**config.mk**
```make
export PLATFORM = sky130hd
export DESIGN_NAME = bp_me_cache_pkt_arbiter
export DESIGN_NICKNAME = d
export VERILOG_FILES = /design/src/rtl/bp_me_cache_pkt_arbiter.sv
export SDC_FILE = /design/constraint.sdc
export NUM_CORES = 1
export LEC_CHECK = 0
export BUFFER_PORTS_ARGS = -buffer_cell sky130_fd_sc_hd__buf_2
export CELL_PAD_IN_SITES_DETAIL_PLACEMENT = 1
export CELL_PAD_IN_SITES_GLOBAL_PLACEMENT = 1
export CORE_AREA = 5 5 191 193
export DETAILED_ROUTE_END_ITERATION = 6
export DIE_AREA = 0 0 196 198
export PLACE_DENSITY = 0.63
export SLEW_MARGIN = 20
export SYNTH_ARGS = -nofsm -noshare
export SYNTH_HDL_FRONTEND = slang
export SYNTH_SLANG_ARGS = --single-unit
```
**constraint.sdc**
```tcl
create_clock -name clk_i -period 4.8 [get_ports clk_i]
set_clock_uncertainty 0.15 [all_clocks]
set_input_delay 0.72 -clock clk_i [delete_from_list [all_inputs] [get_ports clk_i]]
set_output_delay 0.72 -clock clk_i [all_outputs]
set_load 0.1 [all_outputs]
```
**src/rtl/bp_me_cache_pkt_arbiter.sv**
```systemverilog
// bp_me_cache_pkt_arbiter
// Shares one bsg_cache packet port among num_req_p requesters. Commands are
// granted round-robin, optionally locked to one requester for a burst, and an
// in-order owner FIFO steers each cache response back to its issuer.
//
// state    | meaning
// UNLOCKED | grant to first valid requester scanning up from rr_ptr_r
// LOCKED   | only lock_id_r may issue; other requesters wait
module bp_me_cache_pkt_arbiter #(
   parameter int num_req_p     = 2,
   parameter int paddr_width_p = 40,
   parameter int dword_width_p = 64,
   parameter int outstanding_p = 4,
   parameter int pkt_width_lp  = 6 + paddr_width_p + dword_width_p + (dword_width_p >> 3),
   parameter int lg_req_lp     = (num_req_p <= 1) ? 1 : $clog2(num_req_p)
) (
   input  logic                              clk_i,
   input  logic                              reset_n_i,
   input  logic [num_req_p*pkt_width_lp-1:0] req_pkt_i,
   input  logic [num_req_p-1:0]              req_v_i,
   input  logic [num_req_p-1:0]              req_lock_i,
   output logic [num_req_p-1:0]              req_ready_o,
   output logic [dword_width_p-1:0]          req_data_o,
   output logic [num_req_p-1:0]              req_v_o,
   input  logic [num_req_p-1:0]              req_yumi_i,
   output logic [pkt_width_lp-1:0]           cache_pkt_o,
   output logic                              v_o,
   input  logic                              ready_i,
   input  logic [dword_width_p-1:0]          data_i,
   input  logic                              v_i,
   output logic                              yumi_o,
   output logic                              err_o
);

   localparam int cnt_width_lp = (outstanding_p + 1 <= 1) ? 1 : $clog2(outstanding_p + 1);
   localparam int ptr_width_lp = (outstanding_p <= 1) ? 1 : $clog2(outstanding_p);
   localparam logic [cnt_width_lp-1:0] full_cnt_lp = cnt_width_lp'(outstanding_p);
   localparam logic [ptr_width_lp-1:0] last_ptr_lp = ptr_width_lp'(outstanding_p - 1);
   localparam logic [lg_req_lp-1:0]    last_req_lp = lg_req_lp'(num_req_p - 1);

   typedef enum logic {UNLOCKED, LOCKED} lock_state_e;

   lock_state_e             state_r;
   logic [lg_req_lp-1:0]    lock_id_r;
   logic [lg_req_lp-1:0]    rr_ptr_r;
   logic [lg_req_lp-1:0]    fifo_mem_r [outstanding_p];
   logic [ptr_width_lp-1:0] wr_ptr_r;
   logic [ptr_width_lp-1:0] rd_ptr_r;
   logic [cnt_width_lp-1:0] count_r;
   logic                    err_r;

   logic                    grant_v;
   logic [lg_req_lp-1:0]    grant_id;
   logic [lg_req_lp-1:0]    cand_id;
   logic [lg_req_lp-1:0]    head_id;
   logic                    fifo_empty;
   logic                    fifo_full;
   logic                    accept;
   logic                    pop;

   assign fifo_empty = (count_r == '0);
   assign fifo_full  = (count_r == full_cnt_lp);
   assign head_id    = fifo_mem_r[rd_ptr_r];

   // Pick the granted requester: locked owner, or round-robin scan from rr_ptr_r.
   always_comb begin
      grant_v  = 1'b0;
      grant_id = '0;
      cand_id  = '0;
      if (state_r == LOCKED) begin
         grant_v  = req_v_i[lock_id_r];
         grant_id = lock_id_r;
      end else begin
         // Scan downward so the nearest requester above rr_ptr_r wins last.
         for (int i = num_req_p - 1; i >= 0; i--) begin
            cand_id = lg_req_lp'((int'(rr_ptr_r) + i) % num_req_p);
            if (req_v_i[cand_id]) begin
               grant_v  = 1'b1;
               grant_id = cand_id;
            end
         end
      end
   end

   // Command handshake; full uses the registered count so a same-cycle pop never frees a slot.
   always_comb begin
      v_o         = reset_n_i & grant_v & ~fifo_full;
      accept      = v_o & ready_i;
      req_ready_o = '0;
      if (accept) begin
         req_ready_o[grant_id] = 1'b1;
      end
      cache_pkt_o = grant_v ? req_pkt_i[int'(grant_id)*pkt_width_lp +: pkt_width_lp] : '0;
   end

   // Route the response to the FIFO head owner; drain ownerless responses.
   always_comb begin
      req_v_o = '0;
      yumi_o  = 1'b0;
      if (reset_n_i && v_i) begin
         if (!fifo_empty) begin
            req_v_o[head_id] = 1'b1;
            yumi_o           = req_yumi_i[head_id];
         end else begin
            yumi_o = 1'b1;
         end
      end
   end

   assign req_data_o = data_i;
   assign pop        = yumi_o & ~fifo_empty;
   assign err_o      = err_r & reset_n_i;

   // Lock FSM and round-robin pointer; both advance only on an accept.
   always_ff @(posedge clk_i or negedge reset_n_i) begin
      if (!reset_n_i) begin
         state_r   <= UNLOCKED;
         lock_id_r <= '0;
         rr_ptr_r  <= '0;
      end else if (accept) begin
         rr_ptr_r <= (grant_id == last_req_lp) ? '0 : grant_id + 1'b1;
         if (req_lock_i[grant_id]) begin
            state_r   <= LOCKED;
            lock_id_r <= grant_id;
         end else begin
            state_r <= UNLOCKED;
         end
      end
   end

   // Owner FIFO: push grant ID on accept, pop on consumed response.
   always_ff @(posedge clk_i or negedge reset_n_i) begin
      if (!reset_n_i) begin
         wr_ptr_r <= '0;
         rd_ptr_r <= '0;
         count_r  <= '0;
         for (int i = 0; i < outstanding_p; i++) begin
            fifo_mem_r[i] <= '0;
         end
      end else begin
         if (accept) begin
            fifo_mem_r[wr_ptr_r] <= grant_id;
            wr_ptr_r             <= (wr_ptr_r == last_ptr_lp) ? '0 : wr_ptr_r + 1'b1;
         end
         if (pop) begin
            rd_ptr_r <= (rd_ptr_r == last_ptr_lp) ? '0 : rd_ptr_r + 1'b1;
         end
         case ({accept, pop})
            2'b10:   count_r <= count_r + 1'b1;
            2'b01:   count_r <= count_r - 1'b1;
            default: count_r <= count_r;
         endcase
      end
   end

   // Sticky error: a response arrived with no recorded owner.
   always_ff @(posedge clk_i or negedge reset_n_i) begin
      if (!reset_n_i) begin
         err_r <= 1'b0;
      end else if (yumi_o && fifo_empty) begin
         err_r <= 1'b1;
      end
   end

endmodule

```
==> flow_metrics.env <==
export IMPL_tns_ps=0
export IMPL_fp_dieH_microns=198
export IMPL_synth_top_area_share_pct=29.6
export IMPL_reg2regPathDepth=11
export IMPL_dieArea_sq_um=38800
export IMPL_gr_usage_all_layers_pct=7.91
export IMPL_core_area_sq_um=34400
export IMPL_cts_tree="done"
export IMPL_tightest_slew_ps=847
export IMPL_reg2reg_from="lock_id_r"
export IMPL_syn_area_per_cell_sq_um=5.53
export IMPL_cellPowerDensity_nw_per_um2=786
export IMPL_drcViolationCount=0
export IMPL_yosys_top_cells_area="nand2_1 30%, a21oi_1 20%, buf_4 16%, dfrtp_1 12%, ha_1 2.5%"
export IMPL_wl_met1_mm=6.36
export IMPL_synth_edf_count=0
export IMPL_final_nets=1138
export IMPL_wl_mm=17.4
export IMPL_ir_drop_uv=288
export IMPL_dp_hpwl_mm=14.5
export IMPL_rsz0062_at_grt="no"
export IMPL_highest_layer="met5"
export IMPL_cts_sinks=15
export IMPL_grt_pass1_wl_mm=25.5
export IMPL_cts_made_buffers=3
export IMPL_max_cap_violations=0
export IMPL_syn2layout_area_growth_pct=64.7
export IMPL_yosysWarnings=0
export IMPL_postRouteAntennaNets=0
export IMPL_cts_root_buf="clkbuf_16"
export IMPL_hold_violations=0
export IMPL_rows=68
export IMPL_clkLatencyLatePin_ps=250
export IMPL_wl_per_cell_microns=13.6
export IMPL_r2r_slack_ps=1920
export IMPL_finalSetupViolCount=0
export IMPL_max_clock_freq_mhz=282
export IMPL_crit_path_start_kind="primary input"
export IMPL_fillers=4396
export IMPL_critPathKind="in -> out"
export IMPL_ys_types=36
export IMPL_vias=4634
export IMPL_drt_iter0_drc=132
export IMPL_hold_class="in -> async"
export IMPL_cts_setup_buffers=0
export IMPL_port_buffers=370
export IMPL_first_pass_iters=4
export IMPL_ys_flop_type="dfrtp_1"
export IMPL_cts_resized=0
export IMPL_cp_arrival_ps=2670
export IMPL_total_power_uw=3900
export IMPL_first_global_vias=4934
export IMPL_power_leakage_uw=0.00273
export IMPL_wl_met2_mm=8.33
export IMPL_period_share_pct=73.8
export IMPL_maxSlewViolCount=0
export IMPL_r2r_end="count_r[2]"
export IMPL_syn_area_sq_um=3020
export IMPL_ioPinCount=499
export IMPL_async_flop_share_pct=100
export IMPL_initial_utilization_pct=8.78
export IMPL_status="complete, no violations"
export IMPL_ys_ff_latch=15
export IMPL_yosysSeqAreaShare_pct=12.4
export IMPL_antenna_found_initial=6
export IMPL_gr_total_overflow=0
export IMPL_synth_area_leader_cell="nand2_1"
export IMPL_syn_nets=863
export IMPL_synth_cells=546
export IMPL_h_tree_depth=1
export IMPL_routabilityCongestion=0.840
export IMPL_endpoint_kind="output pin"
export IMPL_fin_crit_ps=3540
export IMPL_chipWidth_microns=196
export IMPL_clockBufferDepth=2
export IMPL_viasPerCell=3.63
export IMPL_cp_required_ps=3930
export IMPL_clk_pin_slew_ps=50
export IMPL_crit_path_max_fanout=69
export IMPL_maxSlewHeadroom_pct=43.5
export IMPL_grt_max_degree=122
export IMPL_dr_wl_met3_mm=2.16
export IMPL_postCtsHoldBufs=0
export IMPL_drive_gt1_share_pct=47.0
## state kept, by name, summed over array words and instances (netlist names)
register	count
count_r	3
state_r	1
wr_ptr_r	2
rr_ptr_r	1
err_r	1
rd_ptr_r	2
lock_id_r	1
fifo_mem_r	4
## power by group
part	total, uW	internal, uW	switching, uW
Combinational	3510	555	2950
Sequential	235	184	51.3
Clock	164	113	51.1
Total	3900	851	3050
## placed cells by master, fill, tap and decap left out, types with 2 or more instances in the layout
cell type	synthesis	routed
o21ai_0	2	2
buf_2	13	370
nand2_1	238	238
o31ai_1	9	9
buf_4	64	3
inv_1	13	13
mux2i_1	3	3
dfrtp_1	15	15
clkbuf_16	0	3
mux2_1	2	2
ha_1	6	6
a21oi_1	119	119
xnor2_1	2	2
nor2b_1	2	2
nor2_1	8	8
o21ai_1	3	2
buf_12	0	2
## kinds of logic after synthesis
| family | Yosys count | share of synthesized area (%) |
|---|---|---|
| compound gates | 141 | 25.2 |
| xor+xnor | 3 | 0.871 |
| fa+ha+maj | 7 | 3.15 |
| buf+inv | 119 | 23.3 |
| flops | 15 | 12.4 |
| mux | 7 | 2.86 |
| simple gates | 254 | 32.2 |
## per-stage QoR
step / utilization [%] / instance area [sq um] / instances / hold WS, ps / worst slack (ps)
floorplan: - / 3020 / 546 / 274 / 259
global placement: 14.2 / 4890 / 1271 / 307 / 1270
detailed placement: 14.2 / 4890 / 1271 / 309 / 1220
CTS: 14.5 / 4970 / 1275 / 267 / 1210
global route: 14.5 / 4970 / 1276 / 295 / 1100
finish: 14.5 / 4970 / 1276 / 254 / 1260
## how the worst max path moves through the flow
stage / from / end / slack, ps
after floorplan: req_v_i[0] / v_o / 260
after global placement: req_v_i[0] / cache_pkt_o[113] / 1270
after detailed placement: req_v_i[0] / cache_pkt_o[113] / 1220
after CTS: req_v_i[0] / cache_pkt_o[113] / 1210
after global routing: req_v_i[0] / cache_pkt_o[56] / 1100
final: req_v_i[0] / cache_pkt_o[5] / 1260
## layer usage
metal  up-vias  global-route usage (%)
met5         -                       0
met4        10                    2.69
met3        50                    3.45
met2       279                    14.2
met1      2048                    8.33
li1       2247                       -
## layout make-up
| cell class | instances | area (sq um) | share of cell area [%] |
|---|---|---|---|
| multi-input combinational | 412 | 1980 | 39.8 |
| inverter | 14 | 52.6 | 1.06 |
| clock buffer | 4 | 78.8 | 1.59 |
| sequential | 15 | 375 | 7.55 |
| timing repair buffer | 375 | 1910 | 38.5 |
| antenna | 1 | 2.50 | 0.0504 |
| tap | 455 | 569 | 11.5 |
## critical path, stage by stage
cell and delay, ps:
buf_2 100, nor2b_1 290, o21a_4 380, buf_12 290, nand2_1 100, a21oi_1 210
buf_2 480
## Yosys cell counts, drive strengths merged (2+ instances only)
library cell / number
nand2: 238
a21oi: 119
buf: 87
clkbuf: 18
dfrtp: 15
inv: 14
o31ai: 9
nor2: 8
ha: 6
o21ai: 5
mux2: 3
mux2i: 3
nor2b: 2
xnor2: 2
(Power assumes the default switching activity.)
